[src/rtl/hpm_pkg.sv]
// Shared constants and types for the hardware performance-monitor counters.
package hpm_pkg;

  // CSR address bases; counter i lives at base + i.
  localparam logic [11:0] HPMCTR_BASE   = 12'hB03;
  localparam logic [11:0] HPMCTRH_BASE  = 12'hB83;
  localparam logic [11:0] HPMEVT_BASE   = 12'h323;
  localparam logic [11:0] HPMUCTR_BASE  = 12'hC03;
  localparam logic [11:0] HPMUCTRH_BASE = 12'hC83;

  // mhpmevent field positions.
  localparam int EVT_OF_BIT   = 31;
  localparam int EVT_MINH_BIT = 30;
  localparam int EVT_UINH_BIT = 29;
  localparam int EVT_OFIE_BIT = 28;
  localparam int EVT_SEL_MSB  = 7;
  localparam int EVT_SEL_LSB  = 0;

  // CSR request opcodes.
  localparam logic [1:0] CSR_OP_WRITE = 2'b01;
  localparam logic [1:0] CSR_OP_SET   = 2'b10;
  localparam logic [1:0] CSR_OP_CLEAR = 2'b11;

  // Names of the event_i bits as wired from the pipelines.
  typedef enum logic [2:0] {
    EV_CYCLE     = 3'd0,
    EV_INSTRET   = 3'd1,
    EV_LOAD      = 3'd2,
    EV_STORE     = 3'd3,
    EV_BRANCH    = 3'd4,
    EV_BR_MISS   = 3'd5,
    EV_DC_MISS   = 3'd6,
    EV_IC_MISS   = 3'd7
  } hpm_event_e;

  // New register value for a CSR operation; unknown opcodes leave it unchanged.
  function automatic logic [31:0] csr_apply_op(input logic [1:0]  op,
                                               input logic [31:0] old,
                                               input logic [31:0] data);
    logic [31:0] bit_mask;
    bit_mask = 32'd1 << data[4:0];
    case (op)
      CSR_OP_WRITE: csr_apply_op = data;
      CSR_OP_SET:   csr_apply_op = old | bit_mask;
      CSR_OP_CLEAR: csr_apply_op = old & ~bit_mask;
      default:      csr_apply_op = old;
    endcase
  endfunction

endpackage

[src/rtl/hpm_counter.sv]
// One performance counter with its event-select register, privilege filter
// and sticky overflow flag.
module hpm_counter #(
  parameter int CTR_WIDTH  = 48,
  parameter int NUM_EVENTS = 8
) (
  input  logic                  clk_i,
  input  logic                  rst_i,
  input  logic [NUM_EVENTS-1:0] event_i,
  input  logic                  priv_i,
  input  logic                  wr_lo_i,
  input  logic                  wr_hi_i,
  input  logic                  wr_evt_i,
  input  logic [31:0]           wdata_i,
  output logic [63:0]           ctr_o,
  output logic [31:0]           evt_o,
  output logic                  irq_o
);
  import hpm_pkg::*;

  logic [CTR_WIDTH-1:0] ctr_q, ctr_d;
  logic                 of_q, minh_q, uinh_q, ofie_q;
  logic [7:0]           sel_q;
  logic [255:0]         ev_pad;
  logic [63:0]          ctr_ext, wr_full;
  logic [7:0]           sel_wr;
  logic                 inc, ctr_wr, wrap;
  logic                 unused_bits;

  // Event vector shifted by one so that select value 0 picks a constant zero.
  always_comb begin
    ev_pad = '0;
    ev_pad[NUM_EVENTS:1] = event_i;
  end

  assign inc    = ev_pad[sel_q] & ~(priv_i ? minh_q : uinh_q);
  assign ctr_wr = wr_lo_i | wr_hi_i;
  assign wrap   = inc & ~ctr_wr & (&ctr_q);

  // Zero-extended counter view; bits above CTR_WIDTH read as zero.
  always_comb begin
    ctr_ext = '0;
    ctr_ext[CTR_WIDTH-1:0] = ctr_q;
  end

  // A half write merges into the other half; a CSR write beats the increment.
  always_comb begin
    wr_full = wr_hi_i ? {wdata_i, ctr_ext[31:0]} : {ctr_ext[63:32], wdata_i};
    if (ctr_wr)   ctr_d = wr_full[CTR_WIDTH-1:0];
    else if (inc) ctr_d = ctr_q + CTR_WIDTH'(1);
    else          ctr_d = ctr_q;
  end

  // SEL is WARL: out-of-range selections store 0 (counting disabled).
  assign sel_wr = (wdata_i[EVT_SEL_MSB:EVT_SEL_LSB] > 8'(NUM_EVENTS)) ? 8'd0
                                                                       : wdata_i[EVT_SEL_MSB:EVT_SEL_LSB];

  // Counter and event register state; a written OF value beats a wrap.
  always_ff @(posedge clk_i) begin
    if (rst_i) begin
      ctr_q  <= '0;
      of_q   <= 1'b0;
      minh_q <= 1'b0;
      uinh_q <= 1'b0;
      ofie_q <= 1'b0;
      sel_q  <= '0;
    end else begin
      ctr_q <= ctr_d;
      if (wr_evt_i) begin
        of_q   <= wdata_i[EVT_OF_BIT];
        minh_q <= wdata_i[EVT_MINH_BIT];
        uinh_q <= wdata_i[EVT_UINH_BIT];
        ofie_q <= wdata_i[EVT_OFIE_BIT];
        sel_q  <= sel_wr;
      end else if (wrap) begin
        of_q <= 1'b1;
      end
    end
  end

  assign ctr_o = ctr_ext;
  assign evt_o = {of_q, minh_q, uinh_q, ofie_q, 20'd0, sel_q};
  assign irq_o = of_q & ofie_q;

  assign unused_bits = ^{wr_full, wdata_i[27:8]};

endmodule

[src/rtl/hpm_counters.sv]
// Performance-monitor unit: NUM_CTRS counters behind the CSR request bus,
// with address decode, access checks, read mux and a registered response.
//
// Request/response protocol: csr_valid_i is a one-cycle request pulse with no
// back-pressure; exactly one cycle later csr_done_o pulses with csr_excp_o and
// csr_data_o (the value before any write). csr_done_o is low in every other
// cycle, and a request accepted during reset produces no response.
module hpm_counters #(
  parameter int NUM_CTRS   = 4,
  parameter int CTR_WIDTH  = 48,
  parameter int NUM_EVENTS = 8
) (
  input  logic                  cpu_clock_i,
  input  logic                  cpu_reset_i,
  input  logic                  csr_valid_i,
  input  logic [11:0]           csr_address_i,
  input  logic [1:0]            csr_opcode_i,
  input  logic                  csr_wr_en_i,
  input  logic [31:0]           csr_data_i,
  input  logic                  real_privilege_i,
  input  logic [NUM_CTRS-1:0]   counteren_i,
  input  logic [NUM_EVENTS-1:0] event_i,
  output logic                  csr_done_o,
  output logic                  csr_excp_o,
  output logic [31:0]           csr_data_o,
  output logic                  overflow_irq_o
);
  import hpm_pkg::*;

  logic [63:0]         ctr_val [NUM_CTRS];
  logic [31:0]         evt_val [NUM_CTRS];
  logic [NUM_CTRS-1:0] irq_vec, hit_lo, hit_hi, hit_evt;
  logic                hit_m, hit_u, u_en, excp, commit;
  logic [31:0]         rdata, wdata;
  logic                done_q, excp_q;
  logic [31:0]         data_q;

  // Address decode and read mux over the machine and user-alias windows.
  always_comb begin
    hit_lo  = '0;
    hit_hi  = '0;
    hit_evt = '0;
    hit_m   = 1'b0;
    hit_u   = 1'b0;
    u_en    = 1'b0;
    rdata   = '0;
    for (int i = 0; i < NUM_CTRS; i++) begin
      if (csr_address_i == HPMCTR_BASE + 12'(i)) begin
        hit_lo[i] = 1'b1; hit_m = 1'b1; rdata = ctr_val[i][31:0];
      end
      if (csr_address_i == HPMCTRH_BASE + 12'(i)) begin
        hit_hi[i] = 1'b1; hit_m = 1'b1; rdata = ctr_val[i][63:32];
      end
      if (csr_address_i == HPMEVT_BASE + 12'(i)) begin
        hit_evt[i] = 1'b1; hit_m = 1'b1; rdata = evt_val[i];
      end
      if (csr_address_i == HPMUCTR_BASE + 12'(i)) begin
        hit_u = 1'b1; u_en = counteren_i[i]; rdata = ctr_val[i][31:0];
      end
      if (csr_address_i == HPMUCTRH_BASE + 12'(i)) begin
        hit_u = 1'b1; u_en = counteren_i[i]; rdata = ctr_val[i][63:32];
      end
    end
  end

  assign excp = ~(hit_m | hit_u)
              | (hit_m & ~real_privilege_i)
              | (hit_u & csr_wr_en_i)
              | (hit_u & ~real_privilege_i & ~u_en);

  assign commit = csr_valid_i & csr_wr_en_i & ~excp;
  assign wdata  = csr_apply_op(csr_opcode_i, rdata, csr_data_i);

  for (genvar g = 0; g < NUM_CTRS; g++) begin : g_ctr
    hpm_counter #(
      .CTR_WIDTH  (CTR_WIDTH),
      .NUM_EVENTS (NUM_EVENTS)
    ) u_ctr (
      .clk_i    (cpu_clock_i),
      .rst_i    (cpu_reset_i),
      .event_i  (event_i),
      .priv_i   (real_privilege_i),
      .wr_lo_i  (commit & hit_lo[g]),
      .wr_hi_i  (commit & hit_hi[g]),
      .wr_evt_i (commit & hit_evt[g]),
      .wdata_i  (wdata),
      .ctr_o    (ctr_val[g]),
      .evt_o    (evt_val[g]),
      .irq_o    (irq_vec[g])
    );
  end

  // Response register: one-cycle done pulse carrying the old value.
  always_ff @(posedge cpu_clock_i) begin
    if (cpu_reset_i) begin
      done_q <= 1'b0;
      excp_q <= 1'b0;
      data_q <= '0;
    end else begin
      done_q <= csr_valid_i;
      excp_q <= csr_valid_i & excp;
      data_q <= (csr_valid_i & ~excp) ? rdata : 32'd0;
    end
  end

  assign csr_done_o     = done_q;
  assign csr_excp_o     = excp_q;
  assign csr_data_o     = data_q;
  assign overflow_irq_o = |irq_vec;

endmodule

[config.mk]
export PLATFORM = sky130hd
export DESIGN_NAME = hpm_counters
export DESIGN_NICKNAME = d
export VERILOG_FILES = /design/src/rtl/hpm_pkg.sv /design/src/rtl/hpm_counter.sv /design/src/rtl/hpm_counters.sv
export SDC_FILE = /design/constraint.sdc
export NUM_CORES = 1
export LEC_CHECK = 0
export CAP_MARGIN = 20
export CORE_AREA = 2 2 224 281
export CTS_CLUSTER_DIAMETER = 200
export DETAILED_ROUTE_END_ITERATION = 8
export DIE_AREA = 0 0 226 283
export PLACE_DENSITY_LB_ADDON = 0.25
export SYNTH_ARGS = -nofsm -noshare
export SYNTH_HDL_FRONTEND = slang
export SYNTH_SLANG_ARGS = --single-unit
[constraint.sdc]
create_clock -name cpu_clock_i -period 3.8 [get_ports cpu_clock_i]
set_input_delay 0.76 -clock cpu_clock_i [delete_from_list [all_inputs] [get_ports cpu_clock_i]]
set_output_delay 0.76 -clock cpu_clock_i [all_outputs]
set_load 0.005 [all_outputs]
* Word level (Yosys, flattened, before mapping)
Cells that the tools add are included.
** Operators by class
- Mux-type cells :: 93
- Bitwise gates (word level) :: 60
- Reduce and logical (&&, ||, !) cells :: 22
- Shifts and indexed selects :: 1
- Add/subtract/negate cells :: 4
- Magnitude comparators :: 5
- Eq/ne operators :: 31
** Operator list (count)
- two-way mux 32 bit :: 20
- two-way mux 48 bit :: 12
- adder 48 x 1 -> 48 bit (second input constant) :: 4
- == test 12 bit (second input constant) :: 16
- AND reduction 48 bit :: 4
- one-hot mux 32 bit (3 select lines) :: 1
- two-way mux 1 bit :: 55
- == test 12 x 10 -> 1 bit (second input constant) :: 4
- bitwise AND 1 bit :: 36
- less-than comparator 8 x 9 -> 1 bit (second input constant) :: 4
- bitwise AND 32 bit :: 1
- binary-select mux 1 bit (select 8 bit) :: 4
- NOT 32 bit :: 1
- OR 32 bit :: 1
- << shifter 1 x 5 -> 32 bit (first input constant) :: 1
- AND reduction 2 bit :: 8
- nonzero test 2 bit :: 8
- NOT 1 bit :: 13
- > comparator 8 x 4 -> 1 bit (second input constant) :: 1
- two-way mux 8 bit :: 1
- != test 2 x 1 -> 1 bit (second input constant) :: 4
- != test 2 bit (second input constant) :: 4
- OR 1 bit :: 8
- == test 2 bit (second input constant) :: 2
- 3 further kinds :: 3
** Storage, ports and cells
- Flip-flop bits (word level) :: 274
- Logic and storage cells :: 247

* Logic depth before layout (Yosys ltp)
Gate-level depths: netlist of run 1.
- Depth in word-level cells :: 27
- Mapped depth :: 15
- Gate-level depth less buffers :: 10

* Cells and area by module
From an unflattened synthesis of run 1, not the netlist that was laid out.
** Second synthesis, totals
- Cell total of the unflattened synthesis :: 3233
- Area, all modules :: 22958.3 um^2
** By module, submodules not included
- hpm_counter :: area each 3584.7 um^2, seq. area each 1201.2 um^2, cells each 457, times used 4
- hpm_counters :: area each 8619.5 um^2, seq. area each 680.7 um^2, cells each 1405, times used 1

* Least setup slack after synthesis of run 1
No wires, ideal clock.
- Path type :: input -> register
- Start point :: in csr_address_i[11]
- End point :: reg g_ctr[2].u_ctr.sel_q[3]
- Setup time :: 0.096 ns
- Path slack :: 0.292 ns
- Arrival :: 3.413 ns
- Stages on the path :: 10
- Buffers on the path :: 1
- Path through :: buf_6 > or3b_4 > nor4_2 > a22o_1 > a2111oi_4 > nor4_2 > o31ai_4 > nor2_1 > or4b_4 > o41ai_2
** Between the ends
- Longest elaborated chain between the ends :: 25
- Elaborated cells on any way between the ends :: 87
- Those cells by class :: order compare: 1; eq/ne: 20; mux: 51; bitwise: 15
** Ends and longest elaborated chain
- from (decl) :: line hpm_counters.sv:16 : input logic [11:0] csr_address_i,
- == test 12 bit :: line hpm_counters.sv:48 : if (csr_address_i == HPMCTR_BASE + 12'(i)) begin
- two-way mux 32 bit :: line hpm_counters.sv:48
- two-way mux 32 bit :: line hpm_counters.sv:51 : if (csr_address_i == HPMCTRH_BASE + 12'(i)) begin
- two-way mux 32 bit :: line hpm_counters.sv:54 : if (csr_address_i == HPMEVT_BASE + 12'(i)) begin
- two-way mux 32 bit :: line hpm_counters.sv:57 : if (csr_address_i == HPMUCTR_BASE + 12'(i)) begin
- two-way mux 32 bit :: line hpm_counters.sv:60 : if (csr_address_i == HPMUCTRH_BASE + 12'(i)) begin
- two-way mux 32 bit :: line hpm_counters.sv:48
- two-way mux 32 bit :: line hpm_counters.sv:51
- [9 not listed]
- two-way mux 32 bit :: line hpm_counters.sv:51
- two-way mux 32 bit :: line hpm_counters.sv:54
- two-way mux 32 bit :: line hpm_counters.sv:57
- two-way mux 32 bit :: line hpm_counters.sv:60
- bitwise AND 32 bit / OR 32 bit (equally long branches) :: line hpm_pkg.sv:45, hpm_pkg.sv:44
- one-hot mux 32 bit (3 select lines) :: line hpm_pkg.sv:42 : case (op)
- > comparator 8 x 4 -> 1 bit :: line hpm_counter.sv:55 : assign sel_wr = (wdata_i[EVT_SEL_MSB:EVT_SEL_LSB] > 8'(NUM_EVENTS)) ? 8'd0
- two-way mux 8 bit :: line hpm_counter.sv:55
- to (signal assigned) :: line hpm_counter.sv:74 : sel_q <= sel_wr;
- to (decl) :: line hpm_counter.sv:23 : logic [7:0] sel_q;
Parallel ways exist; a longest one is shown, timed or not.
A chain may end at the register's enable or synchronous reset.

* Final worst setup path of run 1
- Start point :: in csr_address_i[4]
- End point :: reg g_ctr[1].u_ctr.sel_q[0]
** Between the ends
- Longest elaborated chain between the ends :: 25
- Elaborated cells on any way between the ends :: 87
- Those cells by class :: order compare: 1; eq/ne: 20; mux: 51; bitwise: 15
** Ends and longest elaborated chain (line)
- == test 12 bit :: hpm_counters.sv:48
- two-way mux 32 bit :: hpm_counters.sv:48
- two-way mux 32 bit :: hpm_counters.sv:51
- two-way mux 32 bit :: hpm_counters.sv:54
- two-way mux 32 bit :: hpm_counters.sv:57
- two-way mux 32 bit :: hpm_counters.sv:60
- two-way mux 32 bit :: hpm_counters.sv:48
- two-way mux 32 bit :: hpm_counters.sv:51
- [9 not listed]
- two-way mux 32 bit :: hpm_counters.sv:51
- two-way mux 32 bit :: hpm_counters.sv:54
- two-way mux 32 bit :: hpm_counters.sv:57
- two-way mux 32 bit :: hpm_counters.sv:60
- bitwise AND 32 bit / OR 32 bit (equally long branches) :: hpm_pkg.sv:45, hpm_pkg.sv:44
- one-hot mux 32 bit (3 select lines) :: hpm_pkg.sv:42
- > comparator 8 x 4 -> 1 bit :: hpm_counter.sv:55
- two-way mux 8 bit :: hpm_counter.sv:55
- to (signal assigned) :: hpm_counter.sv:74
- to (decl) :: hpm_counter.sv:23
Parallel ways exist; a longest one is shown, timed or not.

==> results of run 1 <==
## layout make-up
class	instances	area, um2
timing repair buffer	715	6200
inverter	52	195
sequential	274	5490
clock buffer	48	996
clock inverter	12	159
antenna	1	2.50
fill	6271	34300
tap	832	1040
multi-input combinational	1978	13000
## power by group through the flow
stage | clock [mW] | combinational, mW | sequential (mW)
2_1_floorplan | 0 | 0.257 | 2.94
3_3_place_gp | 0 | 0.656 | 2.94
3_5_place_dp | 0 | 0.659 | 2.94
4_1_cts | 3.51 | 0.679 | 2.87
5_1_grt | 3.62 | 0.754 | 2.87
6_report | 3.45 | 0.733 | 2.87
## routing by layer
metal | part of all wire (%) | wire [um]
met1 | 38 | 43400
met2 | 46 | 53100
met3 | 7.3 | 8460
met4 | 9.1 | 10500
met5 | 0 | 0
## flip-flops by register name, summed over array words and instances (netlist names)
register	flops
csr_excp_o	1
g_ctr.u_ctr.of_q	4
g_ctr.u_ctr.ofie_q	4
g_ctr.u_ctr.uinh_q	4
g_ctr.u_ctr.sel_q	32
csr_done_o	1
g_ctr.u_ctr.ctr_q	192
g_ctr.u_ctr.minh_q	4
csr_data_o	32
## placed cells by master, fill, tap and decap left out, types with 18 or more instances in the layout
| master | Yosys | routed |
|---|---|---|
| a211oi_1 | 132 | 121 |
| a21oi_1 | 134 | 124 |
| a221oi_1 | 38 | 36 |
| a22oi_1 | 19 | 18 |
| and2_1 | 25 | 25 |
| and3_1 | 67 | 67 |
| and4_1 | 18 | 18 |
| buf_12 | 0 | 42 |
| buf_4 | 5 | 556 |
| buf_6 | 6 | 19 |
| clkbuf_16 | 0 | 37 |
| clkdlybuf4s50_1 | 0 | 84 |
| dfxtp_1 | 274 | 274 |
| inv_1 | 50 | 49 |
| nand2_1 | 185 | 184 |
| nand3_1 | 116 | 114 |
| nand3b_1 | 22 | 22 |
| nand4_1 | 47 | 47 |
| nor2_1 | 320 | 314 |
| nor3_1 | 91 | 83 |
| nor4_1 | 33 | 31 |
| o21ai_0 | 169 | 166 |
| o22ai_1 | 24 | 22 |
| xnor2_1 | 87 | 87 |
| xor2_1 | 50 | 50 |
## timing repair
action	in CTS	in global routing
gates cloned	1	2
resized for setup	71	81
hold buffers	0	0
buffers inserted	16	31
pin swaps	24	23
setup endpoints to repair	137	135
## worst paths after layout
kind	from	endpoint	slack, ns	cells after the start
max	csr_address_i[4]	g_ctr[1].u_ctr.sel_q[0]	0.10	14
min	g_ctr[0].u_ctr.sel_q[4]	g_ctr[0].u_ctr.sel_q[4]	0.50	1
max reg2reg	g_ctr[0].u_ctr.ctr_q[25]	g_ctr[0].u_ctr.of_q	0.55	9
min reg2reg	g_ctr[0].u_ctr.sel_q[4]	g_ctr[0].u_ctr.sel_q[4]	0.50	1
## kinds of logic (layout without fill, tap and decap cells)
group	after synthesis	in the layout	share of synthesized area, %
xor gates and xnor gates	137	137	6.35
DFF	274	274	29.0
buffers and inverters	239	827	5.35
other	0	1	0
and+or+nand+nor	1034	1036	28.3
AOI/OAI and AO/OA	778	778	29.2
adders and majority gates	4	4	0.265
muxes	23	23	1.50
## worst max-delay path: cells and delay by family
| family | cells | cell delay, ns |
|---|---|---|
| buffers and inverters | 5 | 0.68 |
| AND/OR/NAND/NOR | 4 | 1.44 |
| AO/OA/AOI/OAI | 5 | 1.28 |
==> out/qor.csv, run 1 <==
metric;value;unit
cp-end-kind;flip-flop;
fmax;271;MHz
die_w;226;um
grt_pass1_wl;162;mm
cts_tree;built;
final_antenna_net_count;0;
dp.cells;3805;
pwr-share-seq;40.7;%
initial_core_util;30.8;%
drt_iter0_drc;2499;
critPathLaunchType;input port;
relSlewSlack;38.7;%
pre_cts_ws;-1.36;ns
rsz0062_at_grt;no;
grtUsageMet3;4.51;%
fin_util;44.1;%
p_total;7.06;mW
hold_violations;0;
hold_path.class;reg2reg;
clock_latency;0.57;ns
drc;0;
numPortBuffers;97;
synth_nets;2556;
grtUsageMet1;41.7;%
drt-total-wl;115;mm
dr_total_vias;23900;
die_h;283;um
critPathMaxStageDelay;0.59;ns
layout.nets;3123;
syn-cell-area;18900;um2
clock_sinks;274;
cts_buffers;35;
netlist_instances;2489;
synth.distinct_cells;107;
yosys-top-cells-count;nor2_1, dfxtp_1, nand2_1, o21ai_0, a21oi_1;
design.portCount;98;
cts_root_buf;clkbuf_16;
cp_common_cell;buf_6;
fin_ws;0.105;ns
async_flop_share;0;%
use_met2;57.1;%
hpwl;90.8;mm
synth_edf_count;0;
tightest_slew;0.920;ns
power.density;261;nW/um2
fin_crit_sh;97.2;%
die_area;64000;um2
viasPerCell;6.10;
internal_power;5.21;mW
min_period;3.70;ns
seq_area_frac_synth;29.0;%
clkTransAtPathRegs;0.06;ns
core;61400;um2
cts_max_level;2;
grt_max_degree;108;
setup_violations;0;
synth_area_leaders;dfxtp_1, nor2_1, a211oi_1;
cap_violations;0;
switchingPower;1.85;mW
antenna_found_initial;2;
grt_busiest_layer;met2;
vdd_ir_drop_max;0.294;mV
rows;102;
drive_gt1_share;27.6;%
yosysWarnings;0;
crit_chain;dlymetal6s2s_1, buf_6, buf_6, or4b_4, nor3_2, o21ai_2, a2111oi_4, nor4_4, buf_6, o31ai_4, buf_6, o211ai_1, or4_4, o41ai_4;
synth.largest_area_cell;dfxtp_1;
ys.flop_type;dfxtp_1;
status;finished clean;
finalWeightedCongestion;1.03;
clkPwrFrac;48.9;%
overflow;0;
first_global_vias;22900;
synth-seq-cells;274;
final_area;27100;um2
hold_ws;0.499;ns
grt_usage;35.0;%
synthToLayoutAreaGrowth;43.5;%
comb_power_share;10.4;%
setup_tns;0;ns
worst_ep_arrival_time;4.16;ns
final_cells;3912;
dr.pass1.iters;5;
crit_slowest_cell;or4_4;
power.share.switching;26.2;%
crit_required;4.27;ns
routedWlPerCell;29.5;um
drv_slew;0;
synth.avg_cell_area;7.59;um2
yosys.cell_count.top_type;nor2_1;
fin_skew;0.0322;ns
crit_path_max_fanout;6;
dpl_cell_area;25000;um2
clockBufferDepth;3;
p_leak;10.1;nW
crit_type;in2reg;
synth_top_area_share;29.0;%
Power figures use the tool's default switching activity.
==> run 2, diff against run 1 <==
--- a/config.mk
+++ b/config.mk
@@ -11,6 +11,7 @@
 export DETAILED_ROUTE_END_ITERATION = 8
 export DIE_AREA = 0 0 226 283
 export PLACE_DENSITY_LB_ADDON = 0.25
+export RECOVER_POWER = 100
 export SYNTH_ARGS = -nofsm -noshare
 export SYNTH_HDL_FRONTEND = slang
 export SYNTH_SLANG_ARGS = --single-unit
==> run 2 against run 1 <==
Against the previous run: the run now ends with negative setup slack left; die area did not move; final area fell by 1.2%; routed wire length barely moved; count of clock-buffer cells in the layout did not move; sequential cell count did not move; critical endpoint is now g_ctr[3].u_ctr.ctr_q[39]; largest cell class unchanged.
==> out/qor.csv, run 2 (synthesized netlist as in run 1, its figures left out) <==
metric;value;unit;change
status;finished with violations;;
violations;negative setup slack;;
grt_pass1_wl;162;mm;unchanged
worst_ep_arrival_time;4.33;ns;+0.17 ns
final_common_cell;buf_4;;
cp-end-kind;flip-flop;;
use_met2;57.1;%;unchanged
critPathLaunchType;input port;;
overflow;0;;unchanged
crit_required;4.28;ns;about the same
hold_path.class;reg2reg;;
grt_busiest_layer;met2;;
die_w;226;um;unchanged
rsz0062_at_grt;no;;
cp_top_family;buffers and inverters;;
final_antenna_net_count;0;;unchanged
first_global_vias;22900;;unchanged
cts_buffers;35;;unchanged
antenna_found_initial;3;;+1
power.density;264;nW/um2;+1.2%
drv_slew;0;;unchanged
drive_gt1_share;26.0;%;-1.6 points
grt_usage;35.0;%;unchanged
core;61400;um2;unchanged
tightest_slew;0.891;ns;-0.0288 ns
crit_type;in2reg;;
multi_input_area;12900;um2;-0.91%
drt-total-wl;116;mm;about the same
drt_iter0_drc;2538;;+1.6%
die_area;64000;um2;unchanged
cts_max_level;2;;unchanged
fin_skew;0.0365;ns;+0.00434 ns
cts_root_buf;clkbuf_16;;
synthToLayoutAreaGrowth;41.7;%;
crit_chain;dlymetal6s2s_1, buf_6, buf_4, or4_4, buf_4, nor3_1, buf_4, a211o_1, a2bb2oi_1, a2111oi_0, buf_4, o21ai_4, o21ai_1, buf_4, buf_4, buf_4, nor2_1, a211oi_1;;
routedWlPerCell;29.5;um;about the same
critPathMaxStageDelay;0.59;ns;about the same
final_cell_mix;buf_4, nor2_1, dfxtp_1;;
clock_sinks;274;;unchanged
drc;0;;unchanged
min_period;3.85;ns;+0.158 ns
crit_buf_inv;9;;+4
hold_violations;0;;unchanged
layout.nets;3123;;unchanged
initial_core_util;30.8;%;unchanged
clkTransAtPathRegs;0.06;ns;about the same
design.portCount;98;;unchanged
clockBufferDepth;3;;unchanged
fin_util;43.6;%;-0.55 points
cp_common_cell;buf_4;;
dr_total_vias;23800;;-0.11%
hpwl;90.8;mm;unchanged
numPortBuffers;97;;unchanged
grtUsageMet3;4.51;%;unchanged
n_fill_cell;6335;;+1.0%
final-seq-area;5490;um2;unchanged
grtUsageMet1;41.7;%;unchanged
fin_crit_sh;101;%;+4.2 points
p_leak;9.98;nW;-0.89%
viasPerCell;6.09;;-0.11%
crit_slowest_cell;or4_4;;
largest_reg_flops;192;;unchanged
dr.pass1.iters;5;;unchanged
finalWeightedCongestion;1.03;;unchanged
setup_violations;2;;+2
grt_max_degree;108;;unchanged
hold_ws;0.499;ns;+0.000219 ns
relSlewSlack;40.4;%;+1.7 points
cap_violations;0;;unchanged
top_register;g_ctr.u_ctr.ctr_q;;
clock_latency;0.57;ns;about the same
crit_path_max_fanout;7;;+1
rows;102;;unchanged
die_h;283;um;unchanged
fin_ws;-0.0532;ns;-0.158 ns
fmax;260;MHz;-4.1%
cts_tree;built;;
vdd_ir_drop_max;0.293;mV;-0.30%
run 2: repair_timing:
action                                  in CTS  in global routing
buffers inserted                            16                 31
cloned                                       1                  2
endpoints found under the setup margin     137                135
hold endpoints to repair                     0                  0
hold buffers                                 0                  0
gates resized for setup                     71                 81
pin swaps                                   24                 23
run 2: worst paths after layout:
kind	start	to	slack, ns	cells after the start
max	csr_address_i[6]	g_ctr[3].u_ctr.ctr_q[39]	-0.05	18
min	g_ctr[0].u_ctr.sel_q[4]	g_ctr[0].u_ctr.sel_q[4]	0.50	1
max reg2reg	g_ctr[0].u_ctr.ctr_q[25]	g_ctr[0].u_ctr.of_q	0.53	9
min reg2reg	g_ctr[0].u_ctr.sel_q[4]	g_ctr[0].u_ctr.sel_q[4]	0.50	1
run 2: where the power goes:
group	total [mW]	leakage, nW	switching (mW)	internal [mW]
sequential	2.87	2.21	0.000234	2.87
clock	3.46	0.562	1.42	2.04
combinational	0.719	7.21	0.431	0.288
total	7.05	9.98	1.85	5.20
run 2: stage by stage:
stage	std cells	setup TNS (ns)	power, mW	worst slack (ns)	instance area [um2]
after floorplan	2489	0	3.19	0.292	18900
after global routing	3911	0	7.23	0.000429	26800
after global placement	3805	-142.16	3.59	-1.28	25000
after CTS	3879	-0.0999	7.06	-0.0368	26500
after detailed placement	3805	-144.84	3.60	-1.36	25000
final	3912	-0.0731	7.05	-0.0532	26800
run 2: routing by layer:
metal  up-vias  wire [um]
li1      10500          -
met5         -         13
met2      1203      53200
met1     11700      44200
met4         2      10500
met3       370       7660
run 2: layout make-up:
class,count,share of cell area [%]
Multi-Input combinational cell,1978,48.2
Timing Repair Buffer,715,22.3
Sequential cell,274,20.5
Tap cell,832,3.89
Clock buffer,48,3.72
Inverter,52,0.729
Clock inverter,12,0.594
Antenna cell,1,0.00935
run 2: worst register-to-register path: stages (launching register included):
cell     delay, ns
dfxtp_1       0.47
and4_1        0.29
and4_1        0.39
nand4_1       0.21
nor4_1        0.42
nand4_1       0.41
nor4_1        0.46
and3_1        0.31
nor3_1        0.07
nor3_1        0.15
